<file path="src/rtl/pipeline_ctrl.sv">
// rtl/pipeline_ctrl.sv - IF->ID / PC sequencing controller: stall, flush, halt.
module pipeline_ctrl #(
  parameter int INST_LEN     = 16,
  parameter int MUL_CYCLES   = 4,
  parameter int FLUSH_CYCLES = 1,
  parameter int CNT_W        = 16
) (
  input  logic             clk,
  input  logic             nReset,
  input  logic             branch_taken,
  input  logic             mc_start,
  input  logic             halt_req,
  input  logic             resume,
  output logic             pc_en,
  output logic             if_id_en,
  output logic             if_id_flush,
  output logic             busy,
  output logic             mc_done,
  output logic             halted,
  output logic [CNT_W-1:0] stall_count
);

  localparam logic [1:0] S_RUN   = 2'd0;
  localparam logic [1:0] S_FLUSH = 2'd1;
  localparam logic [1:0] S_MULTI = 2'd2;
  localparam logic [1:0] S_HALT  = 2'd3;

  localparam logic [3:0] MUL_LOAD   = 4'(MUL_CYCLES - 1);
  localparam logic [3:0] FLUSH_LOAD = 4'(FLUSH_CYCLES - 1);

  if (MUL_CYCLES < 1 || MUL_CYCLES > 16 || FLUSH_CYCLES < 1 || FLUSH_CYCLES > 4 ||
      INST_LEN < 1 || CNT_W < 1) begin : g_param_check
    $error("pipeline_ctrl: parameter out of range");
  end

  logic [1:0]       r_state;
  logic [3:0]       r_cnt;
  logic             r_mc_done;
  logic [CNT_W-1:0] r_stall_count;

  logic [1:0]       w_state_nxt;
  logic [3:0]       w_cnt_nxt;
  logic             w_mc_done_nxt;
  logic             w_stall;

  always_comb begin
    w_state_nxt   = r_state;
    w_cnt_nxt     = r_cnt;
    w_mc_done_nxt = 1'b0;
    case (r_state)
      S_RUN: begin
        if (branch_taken) begin
          w_state_nxt = S_FLUSH;
          w_cnt_nxt   = FLUSH_LOAD;
        end else if (mc_start) begin
          w_state_nxt = S_MULTI;
          w_cnt_nxt   = MUL_LOAD;
        end else if (halt_req) begin
          w_state_nxt = S_HALT;
        end
      end
      S_FLUSH: begin
        // A fresh taken branch restarts the bubble sequence.
        if (branch_taken) begin
          w_cnt_nxt = FLUSH_LOAD;
        end else if (r_cnt == 4'd0) begin
          w_state_nxt = S_RUN;
        end else begin
          w_cnt_nxt = r_cnt - 4'd1;
        end
      end
      S_MULTI: begin
        if (r_cnt == 4'd0) begin
          w_state_nxt   = S_RUN;
          w_mc_done_nxt = 1'b1;
        end else begin
          w_cnt_nxt = r_cnt - 4'd1;
        end
      end
      default: begin
        if (resume) begin
          w_state_nxt = S_RUN;
        end
      end
    endcase
  end

  assign w_stall = (r_state == S_MULTI) || (r_state == S_HALT);

  always_ff @(posedge clk or negedge nReset) begin
    if (!nReset) begin
      r_state       <= S_RUN;
      r_cnt         <= 4'd0;
      r_mc_done     <= 1'b0;
      r_stall_count <= '0;
    end else begin
      r_state   <= w_state_nxt;
      r_cnt     <= w_cnt_nxt;
      r_mc_done <= w_mc_done_nxt;
      if (w_stall && (r_stall_count != {CNT_W{1'b1}})) begin
        r_stall_count <= r_stall_count + 1'b1;
      end
    end
  end

  assign pc_en       = (r_state == S_RUN) || (r_state == S_FLUSH);
  assign if_id_en    = pc_en;
  assign if_id_flush = (r_state == S_FLUSH);
  assign busy        = (r_state == S_MULTI);
  assign halted      = (r_state == S_HALT);
  assign mc_done     = r_mc_done;
  assign stall_count = r_stall_count;

endmodule

</file>
<file path="config.mk">
export PLATFORM = sky130hd
export DESIGN_NAME = pipeline_ctrl
export DESIGN_NICKNAME = d
export VERILOG_FILES = /design/src/rtl/pipeline_ctrl.sv
export SDC_FILE = /design/constraint.sdc
export NUM_CORES = 1
export LEC_CHECK = 0
export ABC_AREA = 0
export CAP_MARGIN = 5
export CORE_UTILIZATION = 50
export CTS_BUF_LIST = sky130_fd_sc_hd__clkbuf_4 sky130_fd_sc_hd__clkbuf_8 sky130_fd_sc_hd__clkbuf_16
export CTS_CLUSTER_SIZE = 20
export DETAILED_ROUTE_END_ITERATION = 6
export PLACE_DENSITY = 0.82
export SLEW_MARGIN = 10
export SYNTH_ARGS = -nofsm -noshare
export SYNTH_HDL_FRONTEND = slang
export SYNTH_SLANG_ARGS = --single-unit
</file>
<file path="constraint.sdc">
create_clock -name clk -period 2.4 [get_ports clk]
set_input_delay 0.36 -clock clk [delete_from_list [all_inputs] [get_ports clk]]
set_output_delay 0.36 -clock clk [all_outputs]
set_load 0.005 [all_outputs]
</file>
Yosys cells after proc, flatten, opt, wreduce, memory -nomap -nowiden --
Index checks and enable logic that the tools add are counted.
Storage, ports and cells: output and inout port bits 22, logic and storage cells 36, input port bits 6, bits in registers 23
Cells by class: multiplexer cells 14, add/sub/neg operators 2, reduce and logical (&&, ||, !) cells 9, equal/unequal tests 7
Operators with widths (number):
- 16-bit by 1-bit adder with 16-bit output (second input constant) | 1
- 4-bit two-way mux | 4
- 16-bit inequality test (second input constant) | 1
- 2-bit two-way mux | 6
- 4-bit case mux with 3 select lines | 1
- 2-bit case mux with 3 select lines | 1
- 2-bit == test (second input constant) | 2
- 4-bit zero test | 1
- 4-bit inequality test (second input constant) | 1
- 4-bit nonzero test | 1
- 4-bit by 1-bit subtractor with 4-bit output (second input constant) | 1
- 3-bit inequality test (second input constant) | 1
- 3-bit AND reduction | 1
- 3-bit nonzero test | 1
- 2-bit by 1-bit == test with 1-bit output (second input constant) | 1
- 2-bit zero test | 1
- 1-bit logical OR | 2
- 1-bit two-way mux | 2
- 2-bit inequality test (second input constant) | 1
- 2-bit AND reduction | 1
- 1-bit logical AND | 1

Depth between registers and ports, before layout --
Gate-level depths: netlist of the first run.
depth after elaboration 4, mapped depth 6, mapped depth without buffers 6

Worst setup path after synthesis of the first run --
OpenSTA, ideal clock, no wires.
path kind register to register, start point register r_state[0], end point register r_stall_count[9] (netlist: stall_count[9]), library setup time 0.079 ns, path buffers 0, clock period less this slack 1.822 ns, data required time 2.321 ns, stages on the path, launching flop included 7, path slack 0.578 ns, arrival time 1.743 ns, path through dfrtp_1 > inv_1 > ha_1 > o2111ai_4 > or3_4 > a311oi_1 > xor2_1
On the way: word-level cells in the longest chain between the ends 3, elaborated cells between the ends (all ways) 4, those cells by class eq/ne: 2; reduce/logical: 2
Ends and longest elaborated chain:
- start: declaration | RTL line 36 | logic [1:0] r_state;
- start signal: assignment | RTL line 97 | r_state <= w_state_nxt;
- 2-bit == test
- via busy | RTL line 17 | output logic busy,
- 1-bit logical OR | RTL line 88 | assign w_stall = (r_state == S_MULTI) || (r_state == S_HALT);
- 1-bit logical AND | RTL line 100 | if (w_stall && (r_stall_count != {CNT_W{1'b1}})) begin
- end signal: assignment | RTL line 101 | r_stall_count <= r_stall_count + 1'b1;
- end: declaration | RTL line 39 | logic [CNT_W-1:0] r_stall_count;
The timed path passes the listed nets, and every way through them passes these cells. A chain may end at the register's enable or synchronous reset.

Worst setup path in the final report of the first run --
start point register r_state[0], end point output if_id_en
On the way: word-level cells in the longest chain between the ends 2, elaborated cells between the ends (all ways) 3, those cells by class eq/ne: 1; reduce/logical: 2
Ends and longest elaborated chain:
- 2-bit by 1-bit == test with 1-bit output or 2-bit zero test (tied branches) | RTL line 106 | assign pc_en = (r_state == S_RUN) || (r_state == S_FLUSH);
- 1-bit logical OR * | RTL line 106
- end: declaration | RTL line 15 | output logic if_id_en,
Every way passes the cells marked *; elsewhere a longest branch is shown, timed or not.

==> impl_metrics.csv, run 1 <==
group,metric,value,unit
status,status,"finished, violations left",
status,violations,"DRC",
clocking,numClockSinks,23,
worst_setup_path,slowest_delay,0.45,ns
clocking,clock_path_buffers,2,
clocking,insertion_delay,0.31,ns
cells_and_area,antenna-diode-count,0,
synth,muxShareOfSynthArea,4.08,%
cells_and_area,final_cell_mix,"clkdlybuf4s50_1 (27), dfrtp_1 (23), nor2_1 (13)",
synth,ys_async_sr_fraction,100,%
synth,ys.flop_type,"dfrtp_1",
grt,grt.overflow.total,0,
grt,antenna_found_initial,0,
grt,grt_pass1_wl,4510,um
clocking,clockRootBuffer,"clkbuf_4",
timing,rsz0062_at_grt,"false",
detailed_routing,postRouteAntennaNets,0,
synth,synth_top_area_share,44.7,%
floorplanning,die_x,52.7,um
cells_and_area,utilization,66.5,%
synth,ys.warnings.count,0,
synth,synth_top_family_by_area,"simple AND/OR/NAND/NOR gates",
place,place_hpwl,2030,um
place,port_buffers,27,
synth,synth_nets,139,
grt,globalRouteTotalUtil,22.0,%
synth,synth_xor_area_share,6.12,%
timing,fin_skew,0.00326,ns
timing,hold_viol,0,
power,max-vdd-ir-drop,0.793,mV
power,p_per_area,941,nW/um^2
cells_and_area,nets,172,
worst_setup_path,cp.arrival,1.83,ns
grt,first_global_vias,1061,
worst_setup_path,startpoint_type,"register",
synth,ys_seq_area_share,44.7,%
timing,finalSetupTns,0,ns
timing,fmax,456,MHz
synth,syn_area,1290,um^2
timing,final.min_clock_period,2.19,ns
floorplanning,row_count,18,
synth,synthCells,127,
synth,synth_area_leaders,"dfrtp_1 (45%), ha_1 (5.8%), xor2_1 (4.8%)",
synth,synth-seq-cells,23,
timing,final.period_utilization,91.3,%
worst_setup_path,critPathCaptureType,"output port",
synth,synth_area_per_cell,10.1,um^2
timing,tightest_slew,0.684,ns
grt,grt_max_degree,24,
clocking,hold_buffers,0,
synth,synth-edff-count,0,
synth,synth_fa_ha_area_share,5.83,%
detailed_routing,vias,1092,
worst_setup_path,cp_slowest_cell,"clkdlybuf4s50_1",
synth,synth-simple-area-share,22.0,%
place,gp_congestion,0.763,
synth,synth_compound_area_share,14.7,%
cells_and_area,final_common_cell,"clkdlybuf4s50_1",
flow_run,cap_violations,0,
cells_and_area,final_area,1630,um^2
hold_path,hp-class,"input port to asynchronous set/reset pin",
floorplanning,die_area,2780,um^2
timing,slew_headroom,53.8,%
detailed_routing,wl_per_cell,14.1,um
timing,slew_viol_final,0,
synth,synth.largest_area_cell,"dfrtp_1",
detailed_routing,via_per_inst,5.78,
synth,synth.distinct_cells,37,
clocking,cts_resized,0,
clocking,numCtsBuffers,3,
clocking,cts_setup_buffers,0,
place,placed_area,1600,um^2
worst_setup_path,path_max_fanout,6,
detailed_routing,wl,2660,um
clocking,cts_tree,"yes",
worst_setup_path,crit_type,"register to output port",
timing,setup_viol,0,
power,power_leakage,0.689,nW
clocking,h-tree-depth,1,
clocking,clk_pin_slew,0.12,ns
worst_setup_path,path_cells,"inv_1 -> ha_1 -> or2_2 -> clkdlybuf4s50_1",
floorplanning,io_pins,28,
floorplanning,initial_core_util,52.4,%
cells_and_area,layout-drive-gt1-share,8.81,%
floorplanning,core_area,2450,um^2
cells_and_area,area_growth,26.8,%
detailed_routing,drt_iter0_drc,13,
detailed_routing,dr.pass1.iters,5,
floorplanning,die_h,52.7,um
worst_setup_path,worstPathRequired,2.04,ns
detailed_routing,route.detailed.drc,2,
## path summary, 6_finish.rpt
kind                                start        endpoint  cells past startpoint  slack [ns]
setup reg to reg               r_state[0]  stall_count[9]                      6        0.33
setup / recovery               r_state[0]        if_id_en                      4        0.21
max in group asynchronous          nReset      r_state[1]                      2        1.77
hold / removal                     nReset  stall_count[9]                      2        0.40
min in group clk           stall_count[5]  stall_count[5]                      1        0.51
hold reg to reg            stall_count[5]  stall_count[5]                      1        0.51
## layer usage
layer,global-route usage (%),share of wire (%),vias to the layer above
met5,0,0,-
li1,-,-,529
met3,2.61,2.3,5
met1,25.7,44,534
met4,9.65,1.2,0
met2,39.9,53,24
## state kept, by name, indices dropped and copies added (netlist names)
name,cells
mc_done,1
r_cnt,4
stall_count,16
r_state,2
## Yosys cell counts, types with 2 or more instances
| cell type | number |
|---|---|
| or2_2 | 2 |
| o32ai_1 | 2 |
| inv_1 | 7 |
| o21ai_0 | 6 |
| xnor2_1 | 2 |
| nor3_1 | 3 |
| mux2_2 | 2 |
| a21oi_1 | 3 |
| nand3_1 | 5 |
| a32o_1 | 2 |
| nor2_1 | 13 |
| dfrtp_1 | 23 |
| mux2i_1 | 3 |
| xor2_1 | 7 |
| a22o_1 | 2 |
| a31oi_1 | 2 |
| nand2_1 | 7 |
| ha_1 | 6 |
| nor4_1 | 6 |
| nor2b_1 | 5 |
| nand4_1 | 3 |
## cell families (layout without fill, tap and decap cells)
| logic type | after synthesis | after routing |
|---|---|---|
| AOI/OAI and AO/OA | 24 | 24 |
| muxes | 5 | 5 |
| DFF | 23 | 23 |
| buffers and inverters | 8 | 40 |
| adders and majority gates | 6 | 6 |
| xor gates and xnor gates | 9 | 9 |
| and+or+nand+nor | 52 | 52 |
## critical path, delay by kind of cell (launching register included)
kind          cells  cell delay [ns]
fa+ha+maj         1             0.27
buf+inv           2             0.54
simple gates      1             0.30
flops             1             0.42
## through the flow
stage,total power [mW],worst slack (ns),hold WS [ns],instances
floorplan,1.04,0.578,0.0644,127
global placement,1.31,0.427,0.484,185
detailed placement,1.35,0.324,0.491,185
CTS,1.55,0.189,0.412,189
global route,1.66,0.0987,0.422,189
finish,1.54,0.208,0.400,189
## area by class of cell
cell class                      count  area (um^2)
Tap cell                           30         37.5
Multi-Input combinational cell     96          678
Clock buffer                        4         30.0
Fill cell                         211          822
Timing Repair Buffer               29          285
Sequential cell                    23          576
Inverter                            7         26.3
## report_power, final
part           switching (mW)  total [mW]  internal, mW
combinational           0.363       0.761         0.398
sequential              0.110       0.584         0.475
clock                   0.114       0.190        0.0761
(Power assumes the default switching activity.)
==> run 2: changes to the inputs <==
--- a/config.mk
+++ b/config.mk
@@ -7,6 +7,7 @@
 export LEC_CHECK = 0
 export ABC_AREA = 0
 export CAP_MARGIN = 5
+export CORE_ASPECT_RATIO = 1.1
 export CORE_UTILIZATION = 50
 export CTS_BUF_LIST = sky130_fd_sc_hd__clkbuf_4 sky130_fd_sc_hd__clkbuf_8 sky130_fd_sc_hd__clkbuf_16
 export CTS_CLUSTER_SIZE = 20
==> run 2 against run 1 <==
The flow now finishes without violations; die area about the same; non-clock buffer count is 1 lower; clock-buffer cell count unchanged; largest power group unchanged.
==> impl_metrics.csv, run 2 (synthesized netlist as in run 1, its figures left out) <==
group,metric,value,unit
power,power_leakage,0.685,nW
timing,finalSetupTns,0,ns
worst_setup_path,cp_top_family,"buffers and inverters",
floorplanning,core_area,2340,um^2
worst_setup_path,cp_slowest_cell,"clkdlybuf4s50_1",
status,status,"finished clean",
grt,first_global_vias,986,
place,port_buffers,27,
clocking,cts_setup_buffers,0,
grt,grtUsageMet1,25.6,%
worst_setup_path,reg2reg_from,"r_state[0]",
worst_setup_path,critPathCaptureType,"output port",
floorplanning,initial_core_util,55.0,%
cells_and_area,multiInputGateArea,678,um^2
power,power_frac_clock,12.2,%
worst_setup_path,worstPathRequired,2.04,ns
worst_setup_path,path_max_fanout,6,
worst_setup_path,timing.reg2reg.setup_slack,0.35,ns
cells_and_area,final_cell_mix,"clkdlybuf4s50_1 (27), dfrtp_1 (23), nor2_1 (13)",
place,place_hpwl,1940,um
cells_and_area,largest_reg_flops,16,
clocking,clk_pin_slew,0.12,ns
floorplanning,io_pins,28,
worst_setup_path,startpoint,"r_state[0]",
detailed_routing,route.detailed.drc,0,
power,seq_power_share,38.6,%
clocking,h-tree-depth,1,
cells_and_area,antenna-diode-count,0,
hold_path,hp-class,"input port to asynchronous set/reset pin",
power,p_sw_share,37.6,%
clocking,numCtsBuffers,3,
worst_setup_path,startpoint_type,"register",
cells_and_area,final_area,1630,um^2
timing,fin_skew,0.00347,ns
grt,grtUsageMet2,33.9,%
power,max-vdd-ir-drop,0.639,mV
timing,final.min_clock_period,2.17,ns
clocking,hold_buffers,0,
detailed_routing,drt_iter0_drc,14,
power,p_per_area,932,nW/um^2
detailed_routing,wl,2510,um
worst_setup_path,slowest_delay,0.45,ns
timing,slew_viol_final,0,
place,dp_slack,0.396,ns
worst_setup_path,cp.arrival,1.81,ns
cells_and_area,fillCellCount,199,
detailed_routing,wl_per_cell,13.3,um
cells_and_area,nets,171,
power,combPwrFrac,49.2,%
floorplanning,die_area,2780,um^2
flow_run,cap_violations,0,
grt,busiest_layer,"met2",
grt,grt_pass1_wl,4300,um
worst_setup_path,cp_num_buf_inv,2,
place,gp_congestion,0.780,
worst_setup_path,reg2reg_depth,6,
timing,final.period_utilization,90.4,%
grt,globalRouteTotalUtil,19.7,%
clocking,cts_resized,0,
clocking,insertion_delay,0.30,ns
detailed_routing,vias,1097,
worst_setup_path,path_cells,"inv_1 -> ha_1 -> or2_2 -> clkdlybuf4s50_1",
timing,tightest_slew,0.626,ns
detailed_routing,dr.pass1.iters,4,
detailed_routing,via_per_inst,5.84,
floorplanning,die_h,55.2,um
cells_and_area,area_growth,26.2,%
power,intPower,945,uW
grt,grt.overflow.total,0,
worst_setup_path,crit_type,"register to output port",
timing,hold_ws,0.401,ns
timing,hold_viol,0,
grt,antenna_found_initial,0,
timing,fmax,461,MHz
clocking,clock_path_buffers,2,
cells_and_area,register_area,576,um^2
clocking,cts_tree,"yes",
detailed_routing,postRouteAntennaNets,0,
place,placed_area,1600,um^2
cells_and_area,final_common_cell,"clkdlybuf4s50_1",
timing,slew_headroom,57.7,%
cells_and_area,layout-drive-gt1-share,8.23,%
grt,grtUsageMet3,3.86,%
clocking,numClockSinks,23,
timing,setup_viol,0,
floorplanning,die_x,50.4,um
timing,rsz0062_at_grt,"false",
floorplanning,row_count,18,
grt,grt_max_degree,24,
worst_setup_path,reg2reg_to,"stall_count[14]",
clocking,clockRootBuffer,"clkbuf_4",
timing,worst_slack,0.230,ns
power,p_sw,570,uW
run 2: changes by cell type in the layout (fill, tap and decap cells not counted):
cell   delta
buf_4     -1
run 2: area by class of cell:
cell class / instances / area share, %
Tap cell: 30 / 2.31
Multi-Input combinational cell: 96 / 41.7
Clock buffer: 4 / 1.85
Inverter: 7 / 1.62
Timing Repair Buffer: 28 / 17.1
Sequential cell: 23 / 35.4
run 2: per-layer routing:
metal  vias to the layer above  part of all wire (%)
met5                         -                     0
met4                         0                  0.48
li1                        530                     -
met1                       536                    44
met3                         2                   5.0
met2                        29                    50
run 2: worst max path at each step:
| stage | depth (start not counted) | to |
|---|---|---|
| 3_5_place_dp | 6 | stall_count[14] |
| 3_3_place_gp | 4 | r_state[1] |
| 5_1_grt | 4 | if_id_en |
| 2_1_floorplan | 6 | stall_count[9] |
| 4_1_cts | 4 | if_id_en |
| 6_report | 4 | if_id_en |
run 2: worst register-to-register path, stage by stage, from the launching register on:
cell	delay, ns
dfrtp_1	0.42
inv_1	0.12
ha_1	0.34
o211ai_1	0.26
nor4_1	0.49
a31oi_1	0.15
a41oi_1	0.19
run 2: power groups by stage:
stage | Clock, mW | Sequential [mW] | Combinational [mW]
2_1_floorplan | 0 | 0.575 | 0.467
3_3_place_gp | 0 | 0.586 | 0.723
3_5_place_dp | 0 | 0.592 | 0.746
4_1_cts | 0.193 | 0.584 | 0.750
5_1_grt | 0.206 | 0.597 | 0.835
6_report | 0.185 | 0.584 | 0.745
run 2: stage by stage:
| stage | util [%] | total power, mW | instances |
|---|---|---|---|
| 2_1_floorplan | - | 1.04 | 127 |
| 3_3_place_gp | 68.1 | 1.31 | 184 |
| 3_5_place_dp | 68.1 | 1.34 | 184 |
| 4_1_cts | 69.4 | 1.53 | 188 |
| 5_1_grt | 69.4 | 1.64 | 188 |
| 6_report | 69.4 | 1.51 | 188 |
==> run 3: changes to the inputs <==
--- a/config.mk
+++ b/config.mk
@@ -7,12 +7,14 @@
 export LEC_CHECK = 0
 export ABC_AREA = 0
 export CAP_MARGIN = 5
+export CELL_PAD_IN_SITES_DETAIL_PLACEMENT = 0
+export CELL_PAD_IN_SITES_GLOBAL_PLACEMENT = 1
 export CORE_ASPECT_RATIO = 1.1
-export CORE_UTILIZATION = 50
+export CORE_UTILIZATION = 38
 export CTS_BUF_LIST = sky130_fd_sc_hd__clkbuf_4 sky130_fd_sc_hd__clkbuf_8 sky130_fd_sc_hd__clkbuf_16
 export CTS_CLUSTER_SIZE = 20
 export DETAILED_ROUTE_END_ITERATION = 6
-export PLACE_DENSITY = 0.82
+export PLACE_DENSITY = 0.81
 export SLEW_MARGIN = 10
 export SYNTH_ARGS = -nofsm -noshare
 export SYNTH_HDL_FRONTEND = slang
==> run 3 against run 2 <==
Cell count rose by 3.2%; sequential share of layout area fell by 0.43 points; power rose by 0.67%; worst setup slack improved by 0.0029 ns; combinational power rose by 1%; clock skew barely moved; maximum frequency rose by 0.13%; flip-flop and latch count did not move; sequential power barely moved; clock-buffer cell count did not move; cell area rose by 1.2%; critical path type unchanged; largest power group unchanged.
==> impl_metrics.csv, run 3 (synthesized netlist as in run 1, its figures left out) <==
group,metric,value,unit
clocking,insertion_delay,0.30,ns
floorplanning,die_h,63.1,um
status,status,"finished clean",
clocking,hold_buffers,0,
timing,final.min_clock_period,2.17,ns
floorplanning,row_count,21,
grt,grt_max_degree,24,
worst_setup_path,startpoint_type,"register",
cells_and_area,fillCellCount,300,
timing,worst_slack,0.233,ns
timing,hold_viol,0,
flow_run,cap_violations,0,
clocking,clock_path_buffers,2,
clocking,clk_pin_slew,0.12,ns
timing,slew_headroom,53.2,%
grt,grt_pass1_wl,4320,um
detailed_routing,vias,1067,
timing,fin_skew,0.00329,ns
worst_setup_path,cp_slowest_cell,"clkdlybuf4s50_1",
cells_and_area,antenna-diode-count,0,
worst_setup_path,slowest_delay,0.45,ns
cells_and_area,utilization,52.6,%
floorplanning,io_pins,28,
detailed_routing,drt_iter0_drc,30,
floorplanning,die_x,57.5,um
timing,finalSetupTns,0,ns
cells_and_area,final_common_cell,"clkdlybuf4s50_1",
grt,globalRouteTotalUtil,15.1,%
detailed_routing,dr.pass1.iters,4,
worst_setup_path,critPathCaptureType,"output port",
power,power_leakage,0.694,nW
detailed_routing,via_per_inst,5.50,
worst_setup_path,path_cells,"inv_1 -> ha_1 -> or2_2 -> clkdlybuf4s50_1",
power,max-vdd-ir-drop,0.546,mV
floorplanning,core_area,3130,um^2
timing,tightest_slew,0.693,ns
place,gp_congestion,0.800,
clocking,numCtsBuffers,3,
worst_setup_path,path_max_fanout,6,
worst_setup_path,worstPathRequired,2.04,ns
cells_and_area,layout-drive-gt1-share,9.38,%
clocking,cts_setup_buffers,0,
cells_and_area,fin_cells,194,
grt,antenna_found_initial,0,
detailed_routing,route.detailed.drc,0,
timing,rsz0062_at_grt,"false",
detailed_routing,postRouteAntennaNets,0,
cells_and_area,nets,173,
grt,grt.overflow.total,0,
power,p_per_area,927,nW/um^2
clocking,numClockSinks,23,
place,port_buffers,27,
cells_and_area,final_area,1650,um^2
floorplanning,die_area,3630,um^2
clocking,cts_resized,0,
worst_setup_path,crit_type,"register to output port",
hold_path,hp-class,"input port to asynchronous set/reset pin",
place,place_hpwl,1980,um
place,dp_slack,0.409,ns
worst_setup_path,cp.arrival,1.81,ns
cells_and_area,final_cell_mix,"clkdlybuf4s50_1 (27), dfrtp_1 (23), nor2_1 (13)",
grt,first_global_vias,968,
timing,final.period_utilization,90.3,%
place,dp_cells,190,
cells_and_area,area_growth,27.8,%
clocking,cts_tree,"yes",
clocking,h-tree-depth,1,
detailed_routing,wl_per_cell,13.5,um
floorplanning,initial_core_util,41.2,%
timing,fmax,461,MHz
timing,setup_viol,0,
timing,slew_viol_final,0,
cells_and_area,largest_reg_flops,16,
detailed_routing,wl,2620,um
clocking,clockRootBuffer,"clkbuf_4",
place,placed_area,1620,um^2
==> run 3: cell count changes in the layout (fill, tap and decap cells not counted), sizes merged <==
cell	change
buf	+2
==> run 3: worst paths after layout <==
path / from / end / slack, ns / cells past startpoint
min reg2reg: stall_count[10] / stall_count[10] / 0.53 / 1
min: nReset / stall_count[8] / 0.39 / 2
max: r_state[0] / if_id_en / 0.23 / 4
min in group clk: stall_count[10] / stall_count[10] / 0.53 / 1
max in group asynchronous: nReset / stall_count[15] / 1.78 / 2
max reg2reg: r_state[0] / stall_count[9] / 0.38 / 6
==> run 3: per-layer routing <==
| layer | vias up | track usage [%] | share of wire [%] |
|---|---|---|---|
| met3 | 2 | 1.85 | 3.5 |
| li1 | 533 | - | - |
| met4 | 0 | 5.49 | 0.50 |
| met5 | - | 0 | 0 |
| met1 | 509 | 21.7 | 49 |
| met2 | 23 | 23.1 | 47 |
==> run 3: area by class of cell <==
| class | instances | area [um^2] | area share [%] |
|---|---|---|---|
| inverter | 7 | 26.3 | 1.60 |
| sequential | 23 | 576 | 35.0 |
| clock buffer | 4 | 30.0 | 1.83 |
| timing repair buffer | 30 | 293 | 17.8 |
| multi-input combinational | 96 | 678 | 41.2 |
| tap | 34 | 42.5 | 2.59 |
==> run 3: report_power, final <==
group          internal, mW  leakage (nW)  switching, mW  total, mW
sequential            0.475         0.305          0.109      0.584
clock                0.0760        0.0184          0.112      0.188
combinational         0.402         0.371          0.351      0.753
total                 0.953         0.694          0.572       1.52
==> run 3: stage by stage <==
step / power [mW] / hold slack (ns)
after floorplan: 1.04 / 0.0644
after global placement: 1.33 / 0.505
after detailed placement: 1.34 / 0.515
after CTS: 1.54 / 0.390
after global routing: 1.65 / 0.399
final: 1.52 / 0.387
==> run 3: critical path, delay by kind of cell (launching register included) <==
| kind | cells | cell delay (ns) |
|---|---|---|
| adders and majority gates | 1 | 0.27 |
| buffers and inverters | 2 | 0.54 |
| DFF | 1 | 0.40 |
| and+or+nand+nor | 1 | 0.30 |
==> RTL change 1, RTL diff (flow settings as in run 3) <==
Change the parameter `CNT_W` from 16 to 32.
--- a/src/rtl/pipeline_ctrl.sv
+++ b/src/rtl/pipeline_ctrl.sv
@@ -4,5 +4,5 @@
   parameter int MUL_CYCLES   = 4,
   parameter int FLUSH_CYCLES = 1,
-  parameter int CNT_W        = 16
+  parameter int CNT_W        = 32
 ) (
   input  logic             clk,
Interface: changed (resized stall_count); port bits go from 28 to 44. The function was not compared with the original's and may differ.
==> RTL change 1 against run 3 <==
Synthesized area increased by 64%; first-iteration DRC count grew to 3.1 times the old value; setup slack worse by 0.0080 ns; die area increased by 62%; wire length increased by 69%; global-route usage up 1.9 points; sequential cell count grew 16; utilization is 2.2 points lower; power rose by 46%; sequential share of layout area up 1.1 points; cell area rose by 64%; clock power grew 140%; highest routed layer unchanged.
==> RTL change 1: results (changes against run 3) <==
* GRT Resource Usage Total at 16.99% (+1.9 points)
* RePlAce Congestion at 0.7995 (about the same)
* Hpwl dp at 3250 µm (+64%)
* Fraction of layout cells with a size suffix above 1 at 9.836% (+0.46 points)
* DR iter-0 viols at 93 (+210%)
* CP max-delay cell: clkdlybuf4s50_1
* Vias per cell at 5.078 (-7.7%)
* Slew HR at 43.74% (-9.5 points)
* Cts bufs inserted at 5 (+2)
* RR Startpoint: r_cnt[0]
* H-tree levels at 2 (+1)
* Hold Worst Slack at 0.1678 ns (-0.2194 ns)
* Internal reg-to-reg setup slack at 0.47 ns (+0.09 ns)
* CTS clk-pin slew, worst paths at 0.08 ns (-0.04 ns)
* Post-synth top cells: dfrtp_1, xnor2_1, nor2_1
* Per-cell routed wire length at 13.93 µm (+3.1%)
* Syn Nets at 206 (+48%)
* Clk_lat worst skew at slightly below 0.3 ns
* Synth warn at 0 (unchanged)
* Pre-antenna DRT Iters at 4 (unchanged)
* Synth area leaders: dfrtp_1, xnor2_1, ha_1
* Crit-path max cell delay at 0.45 ns (about the same)
* Sequential share of the synthesized area at 46.21% (+1.5 points)
* First-pass GRT wire length at 7645 µm (+77%)
* Vias in the first global route at 1,586 (+64%)
* Largest net degree at the start of global routing at 40 (+67%)
* Clock skew at 0.008917 ns (+0.005624 ns)
* CTS Root Cell: clkbuf_8
* Worst R2R End: r_state[1]
* Port bufs at 43 (+59%)
* Yosys cell types at 40 (+8.1%)
* Maximum vdd drop at 0.5084 mV (-6.8%)
* Arr. time, crit path at 1.82 ns
* Post-synth ARST share at 100.0% (unchanged)
* Nets at 255 (+47%)
* Static leakage at 1.149 nW (+65%)
* Status: completed
* Max FFs per register at 32 (+16)
[RTL change 1: worst register-to-register path, delay by kind of cell (launching register included)]
| family | cells | cell delay, ns |
|---|---|---|
| AOI/OAI and AO/OA | 3 | 0.67 |
| adders and majority gates | 1 | 0.19 |
| buffers and inverters | 1 | 0.07 |
| DFF | 1 | 0.41 |
| and+or+nand+nor | 1 | 0.51 |
[RTL change 1: cell type report]
class | instances | area (µm²)
Fill cell | 513 | 2655
Multi-Input combinational cell | 146 | 1084
Sequential cell | 39 | 975.9
Timing Repair Buffer | 45 | 440.4
Tap cell | 75 | 93.84
Clock buffer | 7 | 83.83
Inverter | 6 | 22.52
Clock inverter | 1 | 5.005
[RTL change 1: logic make-up after synthesis]
logic type / synth area share, %
and+or+nand+nor: 23.46
DFF: 46.21
xor gates and xnor gates: 11.20
AOI/OAI and AO/OA: 10.61
buffers and inverters: 2.488
adders and majority gates: 3.554
muxes: 2.488
[RTL change 1: worst max-delay path by stage]
stage,start,to,slack [ns]
3_3_place_gp,r_cnt[0],r_state[1],0.47
6_report,r_state[0],pc_en,0.22
3_5_place_dp,branch_taken,r_cnt[1],0.41
4_1_cts,r_state[0],pc_en,0.22
2_1_floorplan,r_cnt[0],r_state[1],0.62
5_1_grt,r_state[0],if_id_en,0.12
[RTL change 1: metal layers]
metal	GRT usage, %	up-vias	wire (µm)
li1	-	806	-
met1	23.88	779	2255
met2	26.11	31	2009
met3	3.388	4	138
met4	5.294	0	41
met5	0	-	0
[RTL change 1: metrics by stage]
step,instances,setup WS [ns],instance area (µm²)
floorplan,194,0.6194,2112
global placement,311,0.4657,2616
detailed placement,311,0.4131,2616
CTS,319,0.2187,2705
global route,319,0.1235,2705
finish,319,0.2246,2705
[RTL change 1: report_power, final]
group          internal, mW  total [mW]  switching, mW  leakage (nW)
clock network         0.227       0.445          0.219        0.0491
logic                 0.459       0.915          0.456         0.571
registers             0.756       0.872          0.117         0.529
==> RTL change 2, RTL diff (settings of run 3) <==
Without the edit above. Put one more register stage on the output `stall_count`. The value now appears one clock later. The other outputs are not delayed to match.
--- a/src/rtl/pipeline_ctrl.sv
+++ b/src/rtl/pipeline_ctrl.sv
@@ -110,5 +110,7 @@
   assign halted      = (r_state == S_HALT);
   assign mc_done     = r_mc_done;
-  assign stall_count = r_stall_count;
+  always_ff @(posedge clk) begin
+    stall_count <= r_stall_count;
+  end
 
 endmodule
Formal check against the unedited RTL: not equivalent (a bounded check fails within 4 cycles, from zero or initial values and one cycle with nReset low).
==> RTL change 2 against run 3 <==
Sequential power grew 52%; clock power grew to 3.5 times the old value; fmax grew 1.8%; count of clock-buffer cells in the layout grew 2; critical endpoint unchanged; sequential cell count grew 16; critical path type unchanged; largest cell class is now sequential cells; cell area grew 25%; setup slack gained 0.039 ns; power grew 52%; final cell count grew 14%; synthesized area grew 23%; wire length grew 11%; critical path depth is the same; first-iteration DRC count grew 87%.
==> RTL change 2: results (changes against run 3) <==
* Status: completed
* Placed Cells at 214 (+13%)
* Wire length on met3 at 130 µm (+43%)
* First-pass GRT wire length at 5223 µm (+21%)
* Post-synth ARST share at 58.97% (-41 points)
* Post-synth top cells: dfrtp_1, dfxtp_1, xnor2_1
* Non-clk invs at 6 (-1)
* Slew HR at 67.89% (+15 points)
* Syn Nets at 147 (+5.8%)
* DRT Wirelength at 2899 µm (+11%)
* Hold Worst Slack at 0.4293 ns (+0.04212 ns)
* Vias per cell at 5.122 (-6.9%)
* Register bit total from synthesis at 39 (+70%)
* CTS Root Cell: clkbuf_8
* Area of the multi-input gates at 651.9 µm² (-3.9%)
* Worst R2R End: r_stall_count[10]
* Cts bufs inserted at 5 (+2)
* Static leakage at 0.8481 nW (+22%)
* Multi-input logic cell count at 89 (-7.3%)
* Metal2 WL at 1450 µm (+19%)
* Synth Area in XOR/XNOR at 7.772% (+1.6 points)
* Seq area share at 43.71% (+8.7 points)
* Leading cell kind: sequential cells
* Compound-cell area share of the yosys netlist at 9.516% (-5.2 points)
* Fraction of layout cells with a size suffix above 1 at 9.412% (+0.037 points)
* CTS clk-pin slew, worst paths at 0.07 ns (-0.05 ns)
* Syn Inst Count at 135 (+6.3%)
* Clock buf count at 6 (+2)
* Final non-filler cell total at 222 (+14%)
* Layout non-clock buf frac at 13.55% (-4.2 points)
* Cell area after placement at 1913 µm² (+18%)
* Yosys cell types at 35 (-5.4%)
* Non-clock buffer count at 28 (-6.7%)
* RePlAce Congestion at 0.7598 (-5.0%)
* Hpwl dp at 2095 µm (+5.7%)
* Core Util, Final at 51.70% (-0.92 points)
* GRT Resource Usage Total at 15.08% (-0.019 points)
* Vias in the first global route at 1,139 (+18%)
* Syn avg cell area at 11.69 µm² (+15%)
* Synth Area in Adders at 4.758% (-1.1 points)
* Sequential share of the synthesized area at 56.78% (+12 points)
[RTL change 2: kinds of logic after synthesis]
| kind of cell | count (synthesis) |
|---|---|
| AOI/OAI and AO/OA | 18 |
| xor gates and xnor gates | 14 |
| adders and majority gates | 6 |
| buffers and inverters | 7 |
| DFF | 39 |
| muxes | 2 |
| and+or+nand+nor | 49 |
[RTL change 2: report_power, final]
part / internal, mW / switching [mW]
Sequential: 0.783 / 0.106
Clock: 0.427 / 0.226
Combinational: 0.412 / 0.360
Total: 1.62 / 0.691
[RTL change 2: worst max path at each step]
stage,startpoint,to,slack [ns],cells past startpoint
global placement,branch_taken,r_cnt[0],0.58,5
global route,r_state[0],if_id_en,0.18,4
CTS,r_state[0],if_id_en,0.25,4
detailed placement,branch_taken,r_cnt[0],0.50,5
floorplan,r_state[0],r_stall_count[15],0.82,6
finish,r_state[0],if_id_en,0.27,4
